### src/rtl/out_pcm_sched_pkg.sv
// rtl/out_pcm_sched_pkg.sv - shared types and constants for the OUT_PCM frame scheduler
package out_pcm_sched_pkg;

  typedef enum logic [1:0] {
    ST_IDLE = 2'd0,
    ST_RUN  = 2'd1,
    ST_EVAL = 2'd2,
    ST_DONE = 2'd3
  } state_t;

  typedef enum logic [1:0] {
    RATE_40 = 2'b00,
    RATE_32 = 2'b01,
    RATE_24 = 2'b10,
    RATE_16 = 2'b11
  } rate_t;

  localparam logic [7:0] ULAW_IDLE = 8'hFF;
  localparam logic [7:0] ALAW_IDLE = 8'hD5;

  function automatic logic [7:0] idle_code(input logic law);
    return law ? ALAW_IDLE : ULAW_IDLE;
  endfunction

endpackage

### src/rtl/out_pcm_sched_if.sv
// rtl/out_pcm_sched_if.sv - operand handshake and OUT_PCM drive/result bus
interface out_pcm_sched_if #(parameter int CH_W = 5);

  logic            in_valid;
  logic            in_ready;
  logic [CH_W-1:0] in_ch;
  logic [15:0]     in_sr;
  logic [14:0]     in_se;
  logic [4:0]      in_i;
  logic [12:0]     in_y;
  logic [1:0]      in_rate;
  logic            in_law;

  logic [15:0]     op_sr;
  logic [14:0]     op_se;
  logic [4:0]      op_i;
  logic [12:0]     op_y;
  logic [1:0]      op_rate;
  logic            op_law;
  logic [7:0]      op_sd;

  modport master (
    output in_valid, in_ch, in_sr, in_se, in_i, in_y, in_rate, in_law, op_sd,
    input  in_ready, op_sr, op_se, op_i, op_y, op_rate, op_law
  );

  modport slave (
    input  in_valid, in_ch, in_sr, in_se, in_i, in_y, in_rate, in_law, op_sd,
    output in_ready, op_sr, op_se, op_i, op_y, op_rate, op_law
  );

endinterface

### src/rtl/out_pcm_sched_pcm_bank_ram.sv
// rtl/out_pcm_sched_pcm_bank_ram.sv - double-banked per-channel PCM store with valid masks
module pcm_bank_ram
  import out_pcm_sched_pkg::*;
#(
  parameter int NUM_CH = 32,
  parameter int CH_W   = 5
) (
  input  logic            clk,
  input  logic            reset_n,
  input  logic            wr_en,
  input  logic            wr_bank,
  input  logic [CH_W-1:0] wr_ch,
  input  logic [7:0]      wr_data,
  output logic            wr_hit,
  input  logic            clr_en,
  input  logic            clr_bank,
  input  logic            rd_bank,
  input  logic [CH_W-1:0] rd_ch,
  input  logic            idle_law,
  output logic [7:0]      rd_data
);

  logic [7:0]        mem  [2][NUM_CH];
  logic [NUM_CH-1:0] mask [2];
  logic              rd_ok;

  assign wr_hit = mask[wr_bank][wr_ch];
  assign rd_ok  = 32'(rd_ch) < NUM_CH;

  always_ff @(posedge clk) begin
    if (wr_en) mem[wr_bank][wr_ch] <= wr_data;
  end

  // Clear and write never target the same bank: the clear always hits the bank being opened.
  always_ff @(posedge clk or negedge reset_n) begin
    if (!reset_n) begin
      mask[0] <= '0;
      mask[1] <= '0;
      rd_data <= 8'h00;
    end else begin
      if (clr_en) mask[clr_bank] <= '0;
      if (wr_en)  mask[wr_bank][wr_ch] <= 1'b1;
      rd_data <= (rd_ok && mask[rd_bank][rd_ch]) ? mem[rd_bank][rd_ch] : idle_code(idle_law);
    end
  end

endmodule

### src/rtl/out_pcm_sched.sv
// rtl/out_pcm_sched.sv - schedules per-channel operands through one OUT_PCM, banks SD per frame
// Optional OUT_PCM_SCHED_STATS_EN adds frame and overrun counters.
module out_pcm_sched
  import out_pcm_sched_pkg::*;
#(
  parameter int NUM_CH = 32,
  parameter int CH_W   = 5
) (
  input  logic            clk,
  input  logic            reset_n,
  input  logic            fs,
  out_pcm_sched_if.slave  bus,
  input  logic            idle_law,
  input  logic [CH_W-1:0] rd_ch,
  output logic [7:0]      rd_sd,
  output logic            frame_done,
  output logic            overrun,
  output logic            ch_err,
  input  logic            err_clr
`ifdef OUT_PCM_SCHED_STATS_EN
  ,
  output logic [15:0]     stat_frames,
  output logic [7:0]      stat_ovr
`endif
);

  localparam int CNT_W = $clog2(NUM_CH + 1);

  state_t            state, state_nxt;
  logic              in_ready;
  logic [CH_W-1:0]   ch_q;
  logic              wr_bank;
  logic [CNT_W-1:0]  done_cnt;
  logic              hs, swap, ovr_evt, capture, ch_ok, wr_hit, new_ch, ch_evt;

  assign bus.in_ready = in_ready;
  assign hs      = bus.in_valid && in_ready;
  assign swap    = fs && (state != ST_IDLE);
  assign ovr_evt = fs && ((state == ST_RUN) || (state == ST_EVAL));
  assign capture = (state == ST_EVAL);
  assign ch_ok   = 32'(ch_q) < NUM_CH;
  assign new_ch  = capture && ch_ok && !wr_hit;
  assign ch_evt  = capture && (!ch_ok || wr_hit);

  always_ff @(posedge clk or negedge reset_n) begin
    if (!reset_n) state <= ST_IDLE;
    else          state <= state_nxt;
  end

  always_comb begin
    state_nxt = state;
    in_ready  = 1'b0;
    case (state)
      ST_IDLE: if (fs) state_nxt = ST_RUN;
      ST_RUN: begin
        in_ready = 1'b1;
        if (hs) state_nxt = ST_EVAL;
      end
      ST_EVAL: state_nxt = (new_ch && (done_cnt + CNT_W'(1) == CNT_W'(NUM_CH))) ? ST_DONE : ST_RUN;
      ST_DONE: state_nxt = ST_DONE;
      default: state_nxt = ST_IDLE;
    endcase
    // A set accepted on the swap edge belongs to the new frame.
    if (swap) state_nxt = hs ? ST_EVAL : ST_RUN;
  end

  always_ff @(posedge clk or negedge reset_n) begin
    if (!reset_n) begin
      bus.op_sr   <= '0;
      bus.op_se   <= '0;
      bus.op_i    <= '0;
      bus.op_y    <= '0;
      bus.op_rate <= '0;
      bus.op_law  <= 1'b0;
      ch_q        <= '0;
      wr_bank     <= 1'b0;
      done_cnt    <= '0;
      frame_done  <= 1'b0;
      overrun     <= 1'b0;
      ch_err      <= 1'b0;
    end else begin
      if (hs) begin
        bus.op_sr   <= bus.in_sr;
        bus.op_se   <= bus.in_se;
        bus.op_i    <= bus.in_i;
        bus.op_y    <= bus.in_y;
        bus.op_rate <= bus.in_rate;
        bus.op_law  <= bus.in_law;
        ch_q        <= bus.in_ch;
      end
      if (swap) begin
        wr_bank  <= ~wr_bank;
        done_cnt <= '0;
      end else if (new_ch) begin
        done_cnt <= done_cnt + CNT_W'(1);
      end
      frame_done <= capture && (state_nxt == ST_DONE);
      if (ovr_evt)      overrun <= 1'b1;
      else if (err_clr) overrun <= 1'b0;
      if (ch_evt)       ch_err  <= 1'b1;
      else if (err_clr) ch_err  <= 1'b0;
    end
  end

`ifdef OUT_PCM_SCHED_STATS_EN
  always_ff @(posedge clk or negedge reset_n) begin
    if (!reset_n) begin
      stat_frames <= '0;
      stat_ovr    <= '0;
    end else begin
      if (swap) stat_frames <= stat_frames + 16'd1;
      if (ovr_evt && (stat_ovr != 8'hFF)) stat_ovr <= stat_ovr + 8'd1;
    end
  end
`endif

  pcm_bank_ram #(.NUM_CH(NUM_CH), .CH_W(CH_W)) u_ram (
    .clk      (clk),
    .reset_n  (reset_n),
    .wr_en    (capture && ch_ok),
    .wr_bank  (wr_bank),
    .wr_ch    (ch_q),
    .wr_data  (bus.op_sd),
    .wr_hit   (wr_hit),
    .clr_en   (fs),
    .clr_bank ((state == ST_IDLE) ? wr_bank : ~wr_bank),
    .rd_bank  (~wr_bank),
    .rd_ch    (rd_ch),
    .idle_law (idle_law),
    .rd_data  (rd_sd)
  );

endmodule

### src/flat_wrapper.sv
// flat-port wrapper written by rule: the top's interface ports become plain ports
module out_pcm_sched_flat import out_pcm_sched_pkg::*;
#(
  parameter int NUM_CH = 32,
  parameter int CH_W   = 5
)
  (clk, reset_n, fs, idle_law, rd_ch, rd_sd, frame_done, overrun, ch_err, err_clr, bus_in_valid, bus_in_ch, bus_in_sr, bus_in_se, bus_in_i, bus_in_y, bus_in_rate, bus_in_law, bus_op_sd, bus_in_ready, bus_op_sr, bus_op_se, bus_op_i, bus_op_y, bus_op_rate, bus_op_law);
  out_pcm_sched_if #(.CH_W(CH_W)) bus_i ();
  input  logic clk;
  input  logic reset_n;
  input  logic fs;
  input  logic idle_law;
  input  logic [CH_W-1:0] rd_ch;
  output logic [7:0] rd_sd;
  output logic frame_done;
  output logic overrun;
  output logic ch_err;
  input  logic err_clr;
  input wire logic [$bits(bus_i.in_valid)-1:0] bus_in_valid;
  input wire logic [$bits(bus_i.in_ch)-1:0] bus_in_ch;
  input wire logic [$bits(bus_i.in_sr)-1:0] bus_in_sr;
  input wire logic [$bits(bus_i.in_se)-1:0] bus_in_se;
  input wire logic [$bits(bus_i.in_i)-1:0] bus_in_i;
  input wire logic [$bits(bus_i.in_y)-1:0] bus_in_y;
  input wire logic [$bits(bus_i.in_rate)-1:0] bus_in_rate;
  input wire logic [$bits(bus_i.in_law)-1:0] bus_in_law;
  input wire logic [$bits(bus_i.op_sd)-1:0] bus_op_sd;
  output wire logic [$bits(bus_i.in_ready)-1:0] bus_in_ready;
  output wire logic [$bits(bus_i.op_sr)-1:0] bus_op_sr;
  output wire logic [$bits(bus_i.op_se)-1:0] bus_op_se;
  output wire logic [$bits(bus_i.op_i)-1:0] bus_op_i;
  output wire logic [$bits(bus_i.op_y)-1:0] bus_op_y;
  output wire logic [$bits(bus_i.op_rate)-1:0] bus_op_rate;
  output wire logic [$bits(bus_i.op_law)-1:0] bus_op_law;
  assign bus_i.in_valid = bus_in_valid;
  assign bus_i.in_ch = bus_in_ch;
  assign bus_i.in_sr = bus_in_sr;
  assign bus_i.in_se = bus_in_se;
  assign bus_i.in_i = bus_in_i;
  assign bus_i.in_y = bus_in_y;
  assign bus_i.in_rate = bus_in_rate;
  assign bus_i.in_law = bus_in_law;
  assign bus_i.op_sd = bus_op_sd;
  assign bus_in_ready = bus_i.in_ready;
  assign bus_op_sr = bus_i.op_sr;
  assign bus_op_se = bus_i.op_se;
  assign bus_op_i = bus_i.op_i;
  assign bus_op_y = bus_i.op_y;
  assign bus_op_rate = bus_i.op_rate;
  assign bus_op_law = bus_i.op_law;
  out_pcm_sched #(.NUM_CH(NUM_CH), .CH_W(CH_W)) u_core (.clk(clk), .reset_n(reset_n), .fs(fs), .bus(bus_i), .idle_law(idle_law), .rd_ch(rd_ch), .rd_sd(rd_sd), .frame_done(frame_done), .overrun(overrun), .ch_err(ch_err), .err_clr(err_clr));
endmodule
### config.mk
export PLATFORM = sky130hd
export DESIGN_NAME = out_pcm_sched_flat
export DESIGN_NICKNAME = d
export VERILOG_FILES = /design/src/rtl/out_pcm_sched_pkg.sv /design/src/rtl/out_pcm_sched_if.sv /design/src/rtl/out_pcm_sched_pcm_bank_ram.sv /design/src/rtl/out_pcm_sched.sv /design/src/flat_wrapper.sv
export SDC_FILE = /design/constraint.sdc
export NUM_CORES = 1
export LEC_CHECK = 0
export BUFFER_PORTS_ARGS = -buffer_cell sky130_fd_sc_hd__buf_2
export CAP_MARGIN = 0
export CORE_AREA = 2 2 212 214
export CTS_BUF_LIST = sky130_fd_sc_hd__clkbuf_16
export CTS_CLUSTER_DIAMETER = 50
export CTS_CLUSTER_SIZE = 10
export DETAILED_ROUTE_END_ITERATION = 7
export DIE_AREA = 0 0 214 216
export PLACE_DENSITY = 0.83
export SLEW_MARGIN = 30
export SYNTH_ARGS = -nofsm -noshare
export SYNTH_HDL_FRONTEND = slang
export SYNTH_SLANG_ARGS = --single-unit
### constraint.sdc
create_clock -name clk -period 4.5 [get_ports clk]
set_clock_uncertainty 0.05 [all_clocks]
set_input_delay 0.225 -clock clk [delete_from_list [all_inputs] [get_ports clk]]
set_output_delay 0.225 -clock clk [all_outputs]
set_load 0.05 [all_outputs]
======== After elaboration in Yosys (flattened, before gate mapping) ========
Memories as Yosys holds them, arrays and structs flattened.
Index checks and enable logic that the tools add are counted.
word-level totals
  flip-flop bits (word level) ............. 141
  memory bits (writable) .................. 512
  input port bits ......................... 76
  output and inout port bits .............. 64
  word-level logic and storage cells ...... 101
  memories ................................ 1
memory list
  name              depth  bits a word  read ports  clocked after Yosys merged registers in  wr ports  RTL line                          RTL
  u_core.u_ram.mem  2      256          1           0                                        1         out_pcm_sched_pcm_bank_ram.sv:23  logic [7:0] mem [2][NUM_CH];
cells by class
  $add $sub $neg .......................... 1
  $lt $le $gt $ge ......................... 11
  equality and inequality tests ........... 5
  mux-type cells .......................... 40
  bitwise gates (word level) .............. 9
  reduce and logical (&&, ||, !) cells .... 18
operators with widths
  cell                 count
  $mux 256             1
  $mux 32              8
  $mux 64              2
  $and 64x64->64       1
  $demux 32 s1         2
  $not 64->64          1
  $or 64x64->64        1
  $bmux 8 s5           1
  $demux 8 s5          1
  $mux 8               4
  $mux 6               3
  $ge 6x6->1 const B   2
  $lt 5x6->1 const B   2
  $not 5->6            2
  $logic_and 1x1->1    11
  $bmux 1 s5           2
  $mux 2               5
  $mux 1               9
  $pmux 2 s4           1
  $reduce_bool 2->1    4
  $add 6x1->6 const B  1
  $eq 2x2->1 const B   3
  $eq 6x6->1 const B   1
  $ge 2x2->1 const B   3
  10 further kinds     13

======== Logic depth before layout (Yosys ltp) ========
Gate-level depths: netlist of the first run.
  depth after elaboration ................. 14
  mapped depth ............................ 10
  mapped depth without buffers ............ 7

======== By module ========
From an unflattened synthesis of the first run, not the netlist that was laid out.
unflattened totals
  cells, all modules ...................... 1269
  area, all modules ....................... 25883.6 sq um
modules (own cells, without submodules)
  module         instances  cells an instance  area an instance (sq um)  seq. area each (sq um)
  pcm_bank_ram   1          1071               23035.8                   17176.5
  out_pcm_sched  1          198                2847.7                    1726.7

======== Least setup slack after synthesis of the first run ========
OpenSTA, ideal clock, no wires.
  kind .................................... reg2reg
  from .................................... register u_core.wr_bank
  to ...................................... memory u_core.u_ram.mem[0][0] (netlist bit) (enable)
  setup time .............................. 0.374 ns
  data arrival time ....................... 2.065 ns
  data required time ...................... 4.076 ns
  slack ................................... 2.011 ns
  cell stages (with the launch flop) ...... 9
  path buffers ............................ 5
  period minus slack after synthesis ...... 2.489 ns
  cells stage by stage .................... dfrtp_1 > buf_4 > buf_4 > buf_4 > buf_4 > buf_4 > nor2_1 > nand3_1 > nor2_1
RTL lines
  item                      RTL line                          RTL
  start: declaration        out_pcm_sched.sv:32               logic wr_bank;
  start signal: assignment  out_pcm_sched.sv:92               wr_bank <= ~wr_bank;
  end: declaration          out_pcm_sched_pcm_bank_ram.sv:23
No word-level cell before the write port.

======== Worst setup path after layout of the first run ========
  from .................................... register u_core.wr_bank
  to ...................................... register u_core.u_ram.rd_data[5]
on the way
  word-level cells in the longest chain between the ends .. 8
  elaborated cells on any way between the ends .. 12
  classes of those cells .................. mux: 9; bitwise: 2; memory: 1
ends and longest elaborated chain
  item                                        RTL line                          RTL
  $not 1->1 *                                 out_pcm_sched.sv:127              .rd_bank (~wr_bank),
  $not 1->2 (not written as such)             out_pcm_sched_pcm_bank_ram.sv:43  rd_data <= (rd_ok && mask[rd_bank][rd_ch]) ? mem[rd_bank][rd_ch] : idle_code(idle_law);
  $mux 32 (not written as such) (3 in a row)  out_pcm_sched_pcm_bank_ram.sv:43
  $bmux 1 s5                                  out_pcm_sched_pcm_bank_ram.sv:43
  $mux 1 (not written as such)                out_pcm_sched_pcm_bank_ram.sv:43
  $mux 8 *                                    out_pcm_sched_pcm_bank_ram.sv:43
  end signal: assignment                      out_pcm_sched_pcm_bank_ram.sv:43
  end: declaration                            out_pcm_sched_pcm_bank_ram.sv:20  output logic [7:0] rd_data
Mark *: on every way between the ends. The rest lies on a longest branch, timed or not. The select of a mux whose other input is x is not followed.
A chain may end at the register's enable or synchronous reset.

==> flow_summary.json, run 1 <==
{
  "status": "finished clean",
  "cellPowerDensity_nw_per_um2": 562,
  "drv_cap": 0,
  "vias_per_cell": 6.57,
  "synth_cells": 1296,
  "busiest_layer": "met2",
  "tightest_slew_ps": 1020,
  "syn_area_sq_um": 26000,
  "syn_nets": 1378,
  "num-nets-final": 1615,
  "clockPowerShare": 0.318,
  "hold_viol": 0,
  "synth_simple_gate_area_share": 0.0316,
  "dieArea_sq_um": 46200,
  "relSlewSlack": 0.316,
  "fin_tns_setup_ps": 0,
  "route.detailed.drc": 0,
  "critPathCaptureType": "flip-flop",
  "syn_area_per_cell_sq_um": 20.1,
  "hold_class": "input pin to flip-flop",
  "antenna_found_initial": 4,
  "synth-compound-area-share": 0.0403,
  "wirelength_um": 64900,
  "multi_input_area_sq_um": 6860,
  "dp_hpwl_um": 37100,
  "crit_arrival_ps": 3850,
  "cp.required_ps": 4890,
  "grtUsageMet1": 0.372,
  "dieWidth_um": 214,
  "fillers": 2540,
  "period_minus_slack_ps": 3460,
  "cp-start-kind": "flip-flop",
  "pin_count": 140,
  "combPwrFrac": 0.251,
  "synth_top_family_by_area": "multiplexers",
  "core_sq_um": 43800,
  "track_usage": 0.289,
  "synth-async-reset-ratio": 0.216,
  "grt-ovfl-total": 0,
  "synth_cell_types": 52,
  "postRouteAntennaNets": 0,
  "cts_tree": "built",
  "peakVddDrop_v": 0.000374,
  "die_h_um": 216,
  "p_int_uw": 11700,
  "num_vias": 14337,
  "synthXorXnorAreaFrac": 0.00168,
  "clock-root-buffer": "clkbuf_16",
  "path_clk_slew_ps": 70,
  "port_buffers": 139,
  "grtUsageMet2": 0.481,
  "area_delta_synth_final_pct": 16.6,
  "synth_warnings": 0,
  "rows": 77,
  "switchingPower_uw": 5360,
  "p_leak_uw": 0.0114,
  "rsz0062_at_grt": "no",
  "synth_edf_count": 512,
  "gr-usage-met3": 0.0640,
  "drt_first_iter_violations": 1836,
  "clock.fmax_mhz": 289,
  "path_class": "flip-flop to flip-flop",
  "dr.pass1.iters": 6,
  "yosys-mux-area-fraction": 0.184,
  "ys_seq_area_frac": 0.726,
  "clockBufferDepth": 3,
  "clock-sinks": 653,
  "synth_seq_cells": 653,
  "cp_max_fo": 34,
  "synthFlopType": "edfxtp_1",
  "swShare": 0.314,
  "grt_pass1_vias": 15091,
  "drive_gt1_frac": 0.327,
  "gp_congestion": 0.849,
  "synth_fa_ha_area_frac": 0.00288,
  "cts_buffers": 75,
  "grt_max_degree": 93,
  "seq_area_sq_um": 18900,
  "clk_latency_ps": 610,
  "wl_per_cell_um": 29.8,
  "whs_ps": 147,
  "htreeDepth": 3,
  "power_frac_seq": 0.431,
  "post-cts-setup-buffers": 0,
  "start_util": 0.594,
  "final.period_utilization": 0.768,
  "grt_pass1_wl_um": 97400,
  "setup_viol": 0,
  "finalMaxSlewViolations": 0
}
==> cell usage in the layout, fill, tap and decap left out, drive strengths merged, types with 4 or more instances in the layout <==
cell type    count
a21o            64
edfxtp         512
mux4           177
a211oi           6
clkbuf          78
mux2i           10
nand2           20
nand2b           9
mux2            59
dfrtp          141
and2             4
nand3           16
buf            170
dlygate4sd3     62
a22oi           30
ha               6
nand3b           5
nand4            6
a21oi            5
a221oi           6
o22ai            5
nor2b            8
nor2            77
inv             60
o21ai            5
a32oi            4
a22o             6
==> sequential cells by signal, summed over array words and instances, names as in the netlist <==
| signal | flops |
|---|---|
| u_core.wr_bank | 1 |
| u_core.bus.op_sr | 16 |
| u_core.frame_done | 1 |
| u_core.bus.op_y | 13 |
| u_core.ch_err | 1 |
| u_core.u_ram.mem | 512 |
| u_core.bus.op_law | 1 |
| u_core.overrun | 1 |
| u_core.done_cnt | 6 |
| u_core.bus.op_i | 5 |
| u_core.bus.op_rate | 2 |
| u_core.ch_q | 5 |
| u_core.bus.op_se | 15 |
| u_core.u_ram.rd_data | 8 |
| u_core.state | 2 |
| u_core.u_ram.mask | 64 |
==> Yosys cell counts (8+ instances only) <==
library cell  count  share of area
edfxtp_1        512           0.59
mux4_2          167           0.14
dfrtp_1         141           0.14
nor2_1           77          0.011
a21o_1           64          0.018
mux2_2           59          0.026
clkbuf_1         39         0.0056
a22oi_1          29         0.0084
nand2_1          20         0.0029
buf_2            19         0.0037
nand3_1          16         0.0031
mux2i_1          10         0.0038
mux4_1           10          0.010
inv_1             9         0.0013
nand2b_1          9         0.0022
nor2b_1           8         0.0019
==> cell type report <==
class                           instances  area share
Multi-Input combinational cell        562       0.226
Clock inverter                         54     0.00800
Clock buffer                           78      0.0643
Timing Repair Buffer                  232      0.0532
Sequential cell                       653       0.623
Tap cell                              592      0.0244
Antenna cell                            2    0.000165
Inverter                                9     0.00111
==> worst max-delay path, cell delays in order, from the launching register on <==
cell and delay, ps:
dfrtp_4 740, buf_12 290, buf_4 340, mux4_2 570, a221oi_1 680, o22ai_1 200, a211oi_1 250, mux2i_1 140
==> cell families (layout without fill, tap and decap cells) <==
kind of cell / Yosys count / count (layout)
compound gates: 140 / 140
xor+xnor: 5 / 5
fa+ha+maj: 6 / 6
buf+inv: 81 / 373
flops: 653 / 653
mux: 246 / 246
other cells: 0 / 2
simple gates: 165 / 165
==> power by group through the flow <==
stage	logic [uW]	clock network, uW	registers (uW)
4_1_cts	4170	5480	7400
3_3_place_gp	3990	0	7490
2_1_floorplan	2350	0	8150
3_5_place_dp	4070	0	7520
6_report	4280	5430	7370
5_1_grt	4490	5730	7410
==> layer usage <==
layer  share of wire  up-vias  routed length, um
li1                -     5783                  -
met1            0.36     7443              23300
met2            0.50      906              32700
met3           0.093      201               6040
met4           0.044        4               2830
met5         0.00026        -                 17
==> path summary, 6_finish.rpt <==
check | from | end | slack (ps) | depth (start not counted)
min in group asynchronous | reset_n | u_core.bus.op_y[11] | 210 | 2
min | bus_op_sd[2] | u_core.u_ram.mem[0][66] | 150 | 1
max reg2reg | u_core.wr_bank | u_core.u_ram.rd_data[5] | 1040 | 7
min reg2reg | u_core.u_ram.mask[17] | u_core.u_ram.mask[17] | 440 | 1
max | u_core.wr_bank | u_core.u_ram.rd_data[5] | 1040 | 7
max in group asynchronous | reset_n | u_core.bus.op_y[0] | 3000 | 3
==> through the flow <==
| stage | std cells | util | cell area (sq um) | total power, uW | setup slack (ps) |
|---|---|---|---|---|---|
| 3_3_place_gp | 1985 | 0.626 | 27400 | 11500 | 1200 |
| 4_1_cts | 2179 | 0.691 | 30300 | 17100 | 954 |
| 6_report | 2182 | 0.693 | 30400 | 17100 | 1040 |
| 3_5_place_dp | 1985 | 0.626 | 27500 | 11600 | 1090 |
| 2_1_floorplan | 1296 | - | 26000 | 10500 | 2010 |
| 5_1_grt | 2181 | 0.693 | 30400 | 17600 | 834 |
==> repair_timing <==
action,4_1_cts,5_1_grt
hold buffers,62,0
gates resized for setup,0,0
endpoints found under the hold margin,156,0
Note: power is estimated with default switching activity, not from simulation.
==> run 2: changes to the inputs <==
Settings changed: CORE_AREA 2 2 212 214 to 2 2 221 223, DIE_AREA 0 0 214 216 to 0 0 223 225, PLACE_DENSITY 0.83 to 0.8.
Clock period 4.5 ns to 3 ns, I/O delays scaled along.
==> flow_summary.json, run 2 (synthesized netlist as in run 1, its figures left out) <==
{
  "relSlewSlack": 0.413,
  "area_delta_synth_final_pct": 19.4,
  "post_cts_resized": 0,
  "peakVddDrop_v": 0.000467,
  "dp_hpwl_um": 37500,
  "pin_count": 140,
  "rows": 80,
  "path_class": "flip-flop to flip-flop",
  "crit_chain": "buf_12 > buf_12 > buf_12 > mux4_2 > mux4_2 > a22oi_1 > nand3_1",
  "dp_slack_ps": 258,
  "grt_pass1_vias": 14951,
  "cp-start-kind": "flip-flop",
  "route.detailed.drc": 0,
  "cts_buffers": 76,
  "wl_per_cell_um": 27.3,
  "grt-ovfl-total": 0,
  "cp_max_fo": 18,
  "largestRegisters": "u_core.u_ram.mem x512, u_core.u_ram.mask x64, u_core.bus.op_sr x16",
  "num_vias": 14451,
  "power_frac_seq": 0.418,
  "cellPowerDensity_nw_per_um2": 834,
  "drive_gt1_frac": 0.341,
  "die_h_um": 225,
  "crit_slowest_cell": "dfrtp_4",
  "gp_congestion": 0.930,
  "layout.cells.non_filler": 2293,
  "vias_per_cell": 6.30,
  "clock-root-buffer": "clkbuf_16",
  "drt_first_iter_violations": 1599,
  "wirelength_um": 62600,
  "fin_tns_setup_ps": 0,
  "grt_pass1_wl_um": 93400,
  "finalMaxSlewViolations": 0,
  "mostFrequentLayoutCells": "edfxtp_1, mux4_2, dfrtp_1",
  "seq_area_sq_um": 18900,
  "clk_latency_ps": 600,
  "switchingPower_uw": 7960,
  "hold_class": "input pin to flip-flop",
  "period_minus_slack_ps": 2740,
  "hold_viol": 0,
  "top_register": "u_core.u_ram.mem",
  "fillers": 2929,
  "crit_buf_inv": 3,
  "dp_cells": 2091,
  "critPathCaptureType": "flip-flop",
  "swShare": 0.307,
  "crit_arrival_ps": 3160,
  "postRouteAntennaNets": 0,
  "cts_tree": "built",
  "dieWidth_um": 223,
  "crit_top_cell": "buf_12",
  "status": "finished clean",
  "slowest_delay_ps": 550,
  "drv_cap": 0,
  "port_buffers": 139,
  "clock-sinks": 653,
  "dieArea_sq_um": 50200,
  "p_leak_uw": 0.0119,
  "antenna_found_initial": 2,
  "n_antenna_cell": 0,
  "clockBufferDepth": 3,
  "post-cts-setup-buffers": 0,
  "htreeDepth": 3,
  "clockPowerShare": 0.316,
  "num-nets-final": 1698,
  "fin_ws_ps": 259,
  "dr.pass1.iters": 7,
  "grt_max_degree": 110,
  "multi_input_area_sq_um": 6780,
  "rsz0062_at_grt": "no",
  "largest_register_ffs": 512,
  "track_usage": 0.255,
  "tightest_slew_ps": 881,
  "setup_viol": 0,
  "critPathTopFamily": "multiplexers",
  "start_util": 0.548,
  "p_int_uw": 18000,
  "cp.required_ps": 3420,
  "core_sq_um": 47500,
  "final_common_cell": "edfxtp_1",
  "combPwrFrac": 0.267,
  "final.period_utilization": 0.914,
  "path_clk_slew_ps": 60,
  "report.power.total_uw": 25900,
  "clock.fmax_mhz": 365,
  "fin_util": 0.654
}
## run 2: repair_timing
| item | in CTS | in global routing |
|---|---|---|
| hold buffers | 62 | 0 |
| endpoints found under the hold margin | 172 | 0 |
| setup endpoints to repair | 0 | 0 |
## run 2: final timing paths
check,startpoint,cells past startpoint,to,slack (ps)
setup / recovery,u_core.wr_bank,7,u_core.u_ram.rd_data[6],260
hold / removal,bus_op_sd[6],1,u_core.u_ram.mem[1][182],50
setup reg to reg,u_core.wr_bank,7,u_core.u_ram.rd_data[6],260
hold reg to reg,u_core.bus.op_i[1],1,u_core.bus.op_i[1],450
max in group asynchronous,reset_n,3,u_core.u_ram.mask[10],1880
min in group asynchronous,reset_n,2,u_core.bus.op_sr[7],180
## run 2: layout make-up
class | count | share of cell area
flip-flops and latches | 653 | 0.608
multi-input cells | 562 | 0.218
repair buffers | 314 | 0.0760
clock buffers | 79 | 0.0636
well taps | 615 | 0.0247
clock inverters | 61 | 0.00861
inverters | 9 | 0.00109
## run 2: layer usage
| metal | global-route usage | routed length, um | up-vias |
|---|---|---|---|
| met5 | 0 | 14 | - |
| met4 | 0.0981 | 2360 | 2 |
| met3 | 0.0647 | 5280 | 154 |
| met2 | 0.424 | 31700 | 750 |
| met1 | 0.326 | 23300 | 7574 |
| li1 | - | - | 5971 |
## run 2: worst reg2reg max path, cell delays in order (launching register included)
cell and delay [ps]:
dfrtp_4 550, buf_12 210, buf_12 220, buf_12 160, mux4_2 520, mux4_2 510
a22oi_1 270, nand3_1 120
## run 2: power groups by stage
stage / sequential [uW] / combinational (uW) / clock, uW
after floorplan: 12200 / 3530 / 0
after global placement: 10900 / 6650 / 0
after detailed placement: 11000 / 6780 / 0
after CTS: 10800 / 6890 / 8300
after global routing: 10900 / 7240 / 8650
final: 10800 / 6910 / 8190
## run 2: per-stage QoR
| stage | hold slack [ps] | area (sq um) |
|---|---|---|
| final | 50.8 | 31100 |
| after global routing | 61.2 | 31100 |
| after CTS | 31.5 | 31100 |
| after detailed placement | 303 | 28200 |
| after global placement | 299 | 28200 |
| after floorplan | -196 | 26000 |
